<file path="src/rtl/memory_read_arbiter_pkg.sv">
// Shared types, default sizes and the round-robin pick function for memory_read_arbiter.
package memory_read_arbiter_pkg;

  localparam int DEF_NUM_REQ       = 4;
  localparam int DEF_ADDR_WIDTH    = 10;
  localparam int DEF_MEMORY_WIDTH  = 40;
  localparam int DEF_READ_LATENCY  = 2;
  localparam int MAX_REQ           = 16;
  localparam int PTR_W             = 4;

  typedef struct packed {
    logic                      valid;
    logic [DEF_NUM_REQ-1:0]    owner;
    logic [DEF_ADDR_WIDTH-1:0] addr;
  } rd_tag_t;

  // One-hot grant for the first set bit of req_vec at or after ptr, wrapping modulo n.
  function automatic logic [MAX_REQ-1:0] rr_pick(input logic [MAX_REQ-1:0] req_vec,
                                                 input logic [PTR_W-1:0]   ptr,
                                                 input int                 n);
    logic [MAX_REQ-1:0] grant;
    logic               found;
    logic [PTR_W-1:0]   sel;
    int                 idx;
    grant = '0;
    found = 1'b0;
    for (int k = 0; k < MAX_REQ; k++) begin
      if (k < n) begin
        idx = int'(ptr) + k;
        if (idx >= n) idx = idx - n;
        sel = PTR_W'(idx);
        if (!found && req_vec[sel]) begin
          grant[sel] = 1'b1;
          found      = 1'b1;
        end
      end
    end
    return grant;
  endfunction

endpackage

</file>
<file path="src/rtl/memory_read_tag_pipe.sv">
// Fixed-depth shift register carrying in-flight read tags; cleared by synchronous active-low reset.
module memory_read_tag_pipe
  import memory_read_arbiter_pkg::*;
#(
  parameter int  DEPTH = DEF_READ_LATENCY,
  parameter type tag_t = rd_tag_t
) (
  input  logic clk,
  input  logic rst_n,
  input  tag_t tag_in,
  output tag_t tag_out
);

  tag_t stage [DEPTH];

  always_ff @(posedge clk) begin
    if (!rst_n) begin
      for (int i = 0; i < DEPTH; i++) stage[i] <= '0;
    end else begin
      stage[0] <= tag_in;
      for (int i = 1; i < DEPTH; i++) stage[i] <= stage[i-1];
    end
  end

  assign tag_out = stage[DEPTH-1];

endmodule

</file>
<file path="src/rtl/memory_read_arbiter.sv">
// Round-robin arbiter sharing one fixed-latency memory read port; returns tagged data and broadcasts it.
// Optional MEMORY_READ_ARBITER_COALESCE_EN: requesters asking for the granted address share the access.
module memory_read_arbiter
  import memory_read_arbiter_pkg::*;
#(
  parameter int NUM_REQ           = DEF_NUM_REQ,
  parameter int MEMORY_ADDR_WIDTH = DEF_ADDR_WIDTH,
  parameter int MEMORY_WIDTH      = DEF_MEMORY_WIDTH,
  parameter int READ_LATENCY      = DEF_READ_LATENCY
) (
  input  logic                                 clk,
  input  logic                                 rst_n,
  input  logic [NUM_REQ-1:0]                   req_valid,
  input  logic [NUM_REQ*MEMORY_ADDR_WIDTH-1:0] req_addr,
  output logic [NUM_REQ-1:0]                   req_ready,
  output logic [NUM_REQ-1:0]                   rsp_valid,
  output logic [MEMORY_WIDTH-1:0]              rsp_data,
  output logic                                 mem_valid,
  output logic [MEMORY_ADDR_WIDTH-1:0]         mem_addr,
  input  logic                                 mem_ready,
  input  logic [MEMORY_WIDTH-1:0]              mem_data,
  output logic                                 broadcast_valid,
  output logic [MEMORY_ADDR_WIDTH-1:0]         broadcast_addr
);

  localparam int AW = MEMORY_ADDR_WIDTH;
  localparam int PW = (NUM_REQ > 1) ? $clog2(NUM_REQ) : 1;

  typedef struct packed {
    logic               valid;
    logic [NUM_REQ-1:0] owner;
    logic [AW-1:0]      addr;
  } tag_t;

  logic [PW-1:0]      rr_ptr;
  logic [MAX_REQ-1:0] pick_full;
  logic [NUM_REQ-1:0] grant;
  logic [PW-1:0]      gidx;
  logic [AW-1:0]      gaddr;
  logic               accept;
  logic               unused_pick;
  tag_t               tag_in;
  tag_t               tag_out;

  assign pick_full   = rr_pick(MAX_REQ'(req_valid), PTR_W'(rr_ptr), NUM_REQ);
  assign grant       = pick_full[NUM_REQ-1:0];
  assign unused_pick = ^pick_full;

  always_comb begin
    gidx  = '0;
    gaddr = '0;
    for (int i = 0; i < NUM_REQ; i++) begin
      if (grant[i]) begin
        gidx  = PW'(i);
        gaddr = req_addr[i*AW +: AW];
      end
    end
  end

  // Outputs are forced quiet while reset is held so nothing is issued into a clearing pipeline.
  assign mem_valid = rst_n & (|req_valid);
  assign mem_addr  = rst_n ? gaddr : '0;
  assign accept    = mem_valid & mem_ready;

  always_comb begin
    req_ready = '0;
    if (accept) begin
      req_ready = grant;
`ifdef MEMORY_READ_ARBITER_COALESCE_EN
      for (int i = 0; i < NUM_REQ; i++) begin
        if (req_valid[i] && (req_addr[i*AW +: AW] == gaddr)) req_ready[i] = 1'b1;
      end
`endif
    end
  end

  always_ff @(posedge clk) begin
    if (!rst_n) begin
      rr_ptr <= '0;
    end else if (accept) begin
      rr_ptr <= (gidx == PW'(NUM_REQ-1)) ? '0 : gidx + 1'b1;
    end
  end

  assign tag_in.valid = accept;
  assign tag_in.owner = req_ready;
  assign tag_in.addr  = gaddr;

  memory_read_tag_pipe #(
    .DEPTH (READ_LATENCY),
    .tag_t (tag_t)
  ) u_tag_pipe (
    .clk     (clk),
    .rst_n   (rst_n),
    .tag_in  (tag_in),
    .tag_out (tag_out)
  );

  always_ff @(posedge clk) begin
    if (!rst_n) begin
      rsp_valid       <= '0;
      rsp_data        <= '0;
      broadcast_valid <= 1'b0;
      broadcast_addr  <= '0;
    end else begin
      rsp_valid       <= tag_out.valid ? tag_out.owner : '0;
      broadcast_valid <= tag_out.valid;
      if (tag_out.valid) begin
        rsp_data       <= mem_data;
        broadcast_addr <= tag_out.addr;
      end
    end
  end

endmodule

</file>
<file path="config.mk">
export PLATFORM = sky130hd
export DESIGN_NAME = memory_read_arbiter
export DESIGN_NICKNAME = d
export VERILOG_FILES = /design/src/rtl/memory_read_arbiter_pkg.sv /design/src/rtl/memory_read_tag_pipe.sv /design/src/rtl/memory_read_arbiter.sv
export SDC_FILE = /design/constraint.sdc
export NUM_CORES = 1
export LEC_CHECK = 0
export BUFFER_PORTS_ARGS = -buffer_cell sky130_fd_sc_hd__buf_2
export CAP_MARGIN = 20
export CORE_MARGIN = 2
export CORE_UTILIZATION = 50
export CTS_BUF_LIST = sky130_fd_sc_hd__clkbuf_2 sky130_fd_sc_hd__clkbuf_4 sky130_fd_sc_hd__clkbuf_8
export CTS_CLUSTER_SIZE = 40
export DETAILED_ROUTE_END_ITERATION = 10
export GPL_TIMING_DRIVEN = 0
export PLACE_DENSITY = 0.85
export SKIP_LAST_GASP = 1
export SYNTH_ARGS = -nofsm -noshare
export SYNTH_HDL_FRONTEND = slang
export SYNTH_SLANG_ARGS = --single-unit
</file>
<file path="constraint.sdc">
create_clock -name clk -period 3.97 [get_ports clk]
set_clock_uncertainty 0.15 [all_clocks]
set_input_delay 0.397 -clock clk [delete_from_list [all_inputs] [get_ports clk]]
set_output_delay 0.397 -clock clk [all_outputs]
set_load 0.01 [all_outputs]
</file>
==> impl_metrics.toml, run 1 <==
[outcome]
status = "finished clean"

[setup_path]
critical_path.startpoint = "rr_ptr[0]$_SDFFE_PN0P_"
cp_max_fo = 10
r2r_start = "rr_ptr[0]$_SDFFE_PN0P_"
worst_r2r_path_depth = 14
slowest_stage = "mux4_1"
r2r-end = "rr_ptr[0]$_SDFFE_PN0P_"
cp_common_cell = "buf_2"
worstPathRequired_ps = 3420
path_cells = "buf_6 > inv_1 > ha_4 > mux4_1 > a21o_1 > o21ai_0 > o211ai_1 > buf_2 > and2_1 > mux2i_1 > o221ai_1 > buf_2"
critPathTopFamily = "multiplexers"
start_kind = "flip-flop"
critical_path.max_stage_delay_ps = 560
critPathBufInv = 4
critPathKind = "flip-flop to primary output"
cp-end-kind = "primary output"
r2r_slack_ps = 820
cp_data_arrival_time_ps = 3240

[layout]
antenna_cells = 0
nNetsFinal = 629
layout-drive-gt1-share_pct = 36.9
final_cell_mix = "buf_2, dfxtp_1, mux2i_1"
regArea_um2 = 1740
final_common_cell = "buf_2"
multiInputGateArea_um2 = 1930
fill_cells = 605
area_growth_pct = 29.4

[clock_tree]
ctsHoldBuffers = 0
clockRootBuffer = "clkbuf_8"
cts_buffer_depth = 2
cts.clk_slew.worst_paths_ps = 80
htreeDepth = 3
clock_latency_ps = 340
cts.sinks = 87
cts_made_buffers = 9
cts_tree = "built"

[grt]
grt_max_degree = 16
grt_pass1_vias = 3116
gr-usage-all-layers_pct = 20.4
grt_antenna_before_repair = 0
grt_pass1_wl_mm = 13.9
grt.overflow.total = 0

[sta]
slew_headroom_pct = 52.5
setup_slack_ps = 182
fmax_ghz = 0.264
hold_viol = 0
layout_worst_path_cycle_share_pct = 95.4
period_minus_slack_ps = 3790
slew_viol_final = 0
worst_pin_slew_ps = 712
fin_setup_tns_ps = 0
rsz0062_at_grt = "false"
finalSetupViolCount = 0

[logic_synthesis]
syn_inst = 364
synth_mux_area_share_pct = 18.1
synth.distinct_cells = 39
ys_seq_elements = 87
synthAdderAreaFrac_pct = 2.61
avgSynthCellArea_um2 = 10.5
seq_area_frac_synth_pct = 45.5
synth.cell_area_um2 = 3830
synth_top_family_by_area = "simple AND/OR/NAND/NOR gates"
synth-compound-area-share_pct = 9.41
synth_warnings = 0
synthSimpleGateAreaFrac_pct = 19.8
synthXorXnorAreaFrac_pct = 0
syn_nets = 459

[die]
io_pins = 157
rows = 31
die_height_um = 91.5
die_area_um2 = 8370
core_um2 = 7330
dieWidth_um = 91.5
initial_core_util_pct = 52.2

[detailed_routing]
drc = 0
wire_per_inst_um = 13.8
vias = 3217
vias_per_cell = 5.04
drtIter0Drc = 91
firstDrtPassIters = 4
ant_nets = 0
wirelength_mm = 8.81

[pwr]
p_leak_nw = 2.29
ir_drop_v = 0.000486
p_per_area_nw_per_um2 = 585

[placed_design]
dp_slack_ps = 155
hpwl_mm = 6.98
gp_congestion = 0.849
numPortBuffers = 156

[min_path]
min_path_type = "input pin to flip-flop"
worstHoldPathCells = 3
min_to = "u_tag_pipe.stage[0][7]$_SDFF_PN0_"
min_from = "req_addr[37]"

[job]
max_cap_violations = 0
==> worst max-delay path by stage <==
stage	cells after the start	endpoint
floorplan	12	mem_addr[0]
global placement	13	mem_addr[0]
detailed placement	13	mem_addr[8]
CTS	12	mem_addr[8]
global route	12	mem_addr[0]
finish	12	mem_addr[4]
==> registers in the layout (all words and copies together), names as in the netlist <==
register	count
rr_ptr	2
broadcast_valid	1
rsp_valid	4
broadcast_addr	10
rsp_data	40
u_tag_pipe.stage	30
==> worst reg2reg max path, stage by stage (launching register included) <==
cell and delay, ps:
dfxtp_2 350, buf_6 140, inv_1 200, ha_4 270, or3_1 390, buf_6 140
and3_4 190, o2bb2ai_2 130, a221oi_4 250, buf_4 160, nand2b_1 120, nand2_1 70
ha_1 200, nor3_1 200, a32o_1 140
==> per-layer routing <==
metal  vias to the layer above  global-route usage [%]  routed length [um]
met4                         0                    8.71                 138
met2                       125                    36.9                4360
met3                        13                    2.49                 562
met5                         -                       0                   0
li1                       1604                       -                   -
met1                      1475                    24.1                3760
==> metrics by stage <==
stage | instance area, um^2 | hold slack (ps) | total power, mW | utilization (%) | std cells
2_1_floorplan | 3830 | 262 | 1.95 | - | 364
3_3_place_gp | 4730 | 265 | 2.27 | 64.6 | 619
3_5_place_dp | 4730 | 273 | 2.30 | 64.6 | 619
4_1_cts | 4910 | 125 | 2.84 | 67.0 | 634
5_1_grt | 4950 | 149 | 3.08 | 67.6 | 638
6_report | 4950 | 134 | 2.90 | 67.6 | 638
==> timing repair <==
item                                    CTS  global route
cloned                                    0             0
buffers inserted                          0             4
endpoints found under the setup margin   10            10
resized for setup                         2             6
==> cell type report <==
| type | instances | area share [%] |
|---|---|---|
| multi-input combinational | 239 | 38.9 |
| sequential | 87 | 35.2 |
| timing repair buffer | 160 | 16.4 |
| clock buffer | 10 | 2.65 |
| tap | 99 | 2.50 |
| buffer | 23 | 2.45 |
| inverter | 14 | 1.06 |
| clock inverter | 6 | 0.884 |
==> where the power goes <==
| group | total (mW) | internal [mW] | switching [mW] |
|---|---|---|---|
| clock network | 0.536 | 0.238 | 0.299 |
| registers | 1.03 | 0.986 | 0.0449 |
| logic | 1.33 | 0.620 | 0.711 |
| total | 2.90 | 1.84 | 1.05 |
==> cells in the mapped netlist <==
library cell | n | area share (%)
a21o_1 | 1 | 0.20
a21oi_1 | 1 | 0.13
a221o_1 | 1 | 0.26
a221oi_4 | 3 | 2.1
a22oi_1 | 1 | 0.20
a31oi_1 | 1 | 0.16
a32o_1 | 1 | 0.26
and2_1 | 29 | 4.7
and3_1 | 5 | 0.82
and3_4 | 1 | 0.29
buf_2 | 6 | 0.78
buf_6 | 2 | 0.59
buf_8 | 1 | 0.39
clkbuf_1 | 15 | 1.5
dfxtp_1 | 87 | 45
ha_1 | 8 | 2.6
inv_1 | 14 | 1.4
mux2_2 | 1 | 0.29
mux2i_1 | 61 | 16
mux4_1 | 1 | 0.69
mux4_2 | 2 | 1.2
nand2_1 | 15 | 1.5
nand2b_1 | 2 | 0.33
nand3_1 | 6 | 0.78
nand3b_1 | 1 | 0.20
nand4_1 | 2 | 0.33
nor2_1 | 8 | 0.78
nor2b_1 | 56 | 9.2
nor3_1 | 1 | 0.13
nor4_1 | 2 | 0.33
o211ai_1 | 1 | 0.20
o21a_1 | 1 | 0.20
o21ai_0 | 2 | 0.26
o221ai_1 | 20 | 4.6
o2bb2ai_1 | 1 | 0.23
o2bb2ai_2 | 1 | 0.39
o41a_1 | 1 | 0.29
or3_1 | 1 | 0.16
or4b_2 | 1 | 0.26
==> logic make-up (layout without fill, tap and decap cells) <==
| logic type | after synthesis | in the layout |
|---|---|---|
| and+or+nand+nor | 130 | 130 |
| DFF | 87 | 87 |
| muxes | 65 | 65 |
| buffers and inverters | 38 | 213 |
| AOI/OAI and AO/OA | 36 | 36 |
| adders and majority gates | 8 | 8 |
No activity file was read; power rests on OpenSTA's default activity.
==> run 2: changes to the inputs <==
Settings changed: BUFFER_PORTS_ARGS -buffer_cell sky130_fd_sc_hd__buf_2 to -buffer_cell sky130_fd_sc_hd__clkbuf_2, CORE_UTILIZATION 50 to 51, PLACE_DENSITY 0.85 to 0.84, SYNTH_HIERARCHICAL from default to 1.
==> run 2 against run 1 <==
  * Cell count is 5.3% higher
  * Synthesized cell count grew 8.8%
  * Setup slack gained 1.7 ps
  * Clock power up 43%
  * Die area up 11%
  * Count of clock-buffer cells in the layout shrank 1
  * Utilization down 0.34 points
  * Combinational power is 23% higher
  * Worst hold slack gained 26 ps
  * Sequential power down 4%
  * First-iteration DRC count increased by 24%
  * Via count is 4.9% higher
  * Critical path type unchanged
==> impl_metrics.toml, run 2 <==
[pwr]
p_leak_nw = 2.53
ir_drop_v = 0.000422
p_per_area_nw_per_um2 = 614
power.total_mw = 3.39

[die]
io_pins = 157
initial_core_util_pct = 52.8
die_height_um = 96.2
core_um2 = 8220
rows = 33
dieWidth_um = 96.2
die_area_um2 = 9260

[min_path]
worstHoldPathCells = 3
min_from = "mem_data[9]"
min_to = "rsp_data[9]$_SDFFE_PN0P_"
min_path_type = "input pin to flip-flop"

[logic_synthesis]
synth.cell_area_um2 = 4340
yosys-top-cells-area = "dfxtp_1, mux2i_1, nor2b_1"
synth-async-reset-ratio_pct = 0
synth_commonest_cells = "dfxtp_1, mux2i_1, nor2b_1"
synth.distinct_cells = 48
yosysMostFrequentCell = "dfxtp_1"
synth_edf_count = 0
syn_nets = 491
synth_top_area_share_pct = 40.2
synthFlopType = "dfxtp_1"
avgSynthCellArea_um2 = 11.0
synth_top_area_cell = "dfxtp_1"
synth_warnings = 6
seq_area_frac_synth_pct = 40.2
ys_seq_elements = 87
syn_inst = 396

[placed_design]
numPortBuffers = 156
gp_congestion = 0.826
hpwl_mm = 7.70

[setup_path]
r2r_slack_ps = 780
slowest_stage = "or4_1"
critPathTopFamily = "compound AO/OA/AOI/OAI gates"
r2r_start = "rr_ptr[0]$_SDFFE_PN0P_"
start_kind = "flip-flop"
cp_max_fo = 10
r2r-end = "rr_ptr[1]$_SDFFE_PN0P_"
critPathKind = "flip-flop to primary output"
cp_data_arrival_time_ps = 3240
critical_path.max_stage_delay_ps = 450
critPathBufInv = 4
worstPathRequired_ps = 3420
cp-end-kind = "primary output"
path_cells = "buf_6 > inv_4 > ha_2 > and2b_1 > or4_1 > a221oi_4 > a311o_2 > and3_4 > buf_12 > a22oi_4 > o221ai_2 > clkbuf_2"
worst_r2r_path_depth = 13

[layout]
top_register = "rsp_data"
multiInputGateArea_um2 = 2290
fill_cells = 670
final_common_cell = "clkbuf_2"
layout-drive-gt1-share_pct = 44.8
final_core_util_pct = 67.2
antenna_cells = 0
regArea_um2 = 1740
reg_top3 = "rsp_data (40), u_tag_pipe/stage (30), broadcast_addr (10)"
final_cell_mix = "clkbuf_2, dfxtp_1, mux2i_1, nor2b_1, nand2_1"
nNetsFinal = 658
area_growth_pct = 27.4
largest_register_ffs = 40

[job]
max_cap_violations = 0

[clock_tree]
cts.clk_slew.worst_paths_ps = 80
cts_buffer_depth = 2
cts_tree = "built"
htreeDepth = 3
post-cts-setup-buffers = 0
cts_made_buffers = 9
clockRootBuffer = "clkbuf_8"
clock_latency_ps = 340
cts.sinks = 87

[grt]
gr-usage-all-layers_pct = 21.0
grt_antenna_before_repair = 0
grt_pass1_vias = 3241
grt_pass1_wl_mm = 15.1
grt.overflow.total = 0
grt_max_degree = 15

[sta]
period_minus_slack_ps = 3790
fin_setup_tns_ps = 0
rsz0062_at_grt = "false"
layout_worst_path_cycle_share_pct = 95.4
slew_viol_final = 0
worst_pin_slew_ps = 745
slew_headroom_pct = 50.3
hold_viol = 0
fmax_ghz = 0.264
finalSetupViolCount = 0

[detailed_routing]
ant_nets = 0
drtIter0Drc = 113
wire_per_inst_um = 14.4
vias = 3374
drc = 0
firstDrtPassIters = 4
wirelength_mm = 9.70
vias_per_cell = 5.02

[outcome]
status = "finished clean"
[run 2: cell count changes after synthesis, sizes merged, moves of 5 or more]
cell   before  now
mux2i      61   51
buf         9   24
a22oi       1   10
nand2      15   27
nand3       6   14
nor2b      56   51
[run 2: layer usage]
metal,vias to the layer above,track usage (%),wire length [um]
met5,-,0,0
met4,0,6.43,131
met3,11,5.95,855
met2,156,36.2,4630
met1,1513,25.3,4090
li1,1694,-,-
[run 2: tightest hold or removal path, delay by kind of cell]
| kind | cells | cell delay, ps |
|---|---|---|
| muxes | 1 | 60 |
| buffers and inverters | 1 | 80 |
| and+or+nand+nor | 1 | 90 |
[run 2: logic make-up after synthesis]
group / Yosys count / share of synthesized area (%)
simple gates: 148 / 20.7
flops: 87 / 40.2
mux: 55 / 13.8
buf+inv: 53 / 7.30
compound gates: 45 / 15.7
fa+ha+maj: 8 / 2.31
[run 2: worst max path at each step]
stage	cells past startpoint	to	start	slack [ps]
3_3_place_gp	12	mem_addr[3]	rr_ptr[0]$_SDFFE_PN0P_	460
5_1_grt	11	mem_addr[2]	rr_ptr[1]$_SDFFE_PN0P_	20
4_1_cts	12	mem_addr[3]	rr_ptr[0]$_SDFFE_PN0P_	6
6_report	12	mem_addr[3]	rr_ptr[0]$_SDFFE_PN0P_	180
2_1_floorplan	11	mem_addr[3]	rr_ptr[0]$_SDFFE_PN0P_	800
3_5_place_dp	12	mem_addr[7]	rr_ptr[0]$_SDFFE_PN0P_	400
[run 2: final cells by class]
cell class,instances,area share (%)
Multi-Input combinational cell,256,41.5
Inverter,13,0.928
Buffer,40,4.85
Tap cell,105,2.38
Clock buffer,9,2.24
Timing Repair Buffer,156,14.1
Clock inverter,6,2.42
Sequential cell,87,31.6
[run 2: stage by stage]
stage,setup slack [ps],hold WS [ps],cell area [um^2],cells
after floorplan,803,256,4340,396
after global placement,457,261,5250,657
after detailed placement,399,268,5250,657
after CTS,5.55,138,5510,672
after global routing,24.7,145,5530,672
final,184,160,5530,672
[run 2: timing repair]
| action | 4_1_cts | 5_1_grt |
|---|---|---|
| hold buffers | 0 | 0 |
| resized for setup | 1 | 4 |
| cloned | 0 | 0 |
| setup endpoints to repair | 1 | 10 |
| pin swaps | 1 | 1 |
[run 2: where the power goes]
group	internal (mW)	total (mW)	switching, mW
combinational	0.769	1.64	0.873
clock	0.478	0.768	0.290
sequential	0.953	0.985	0.0312
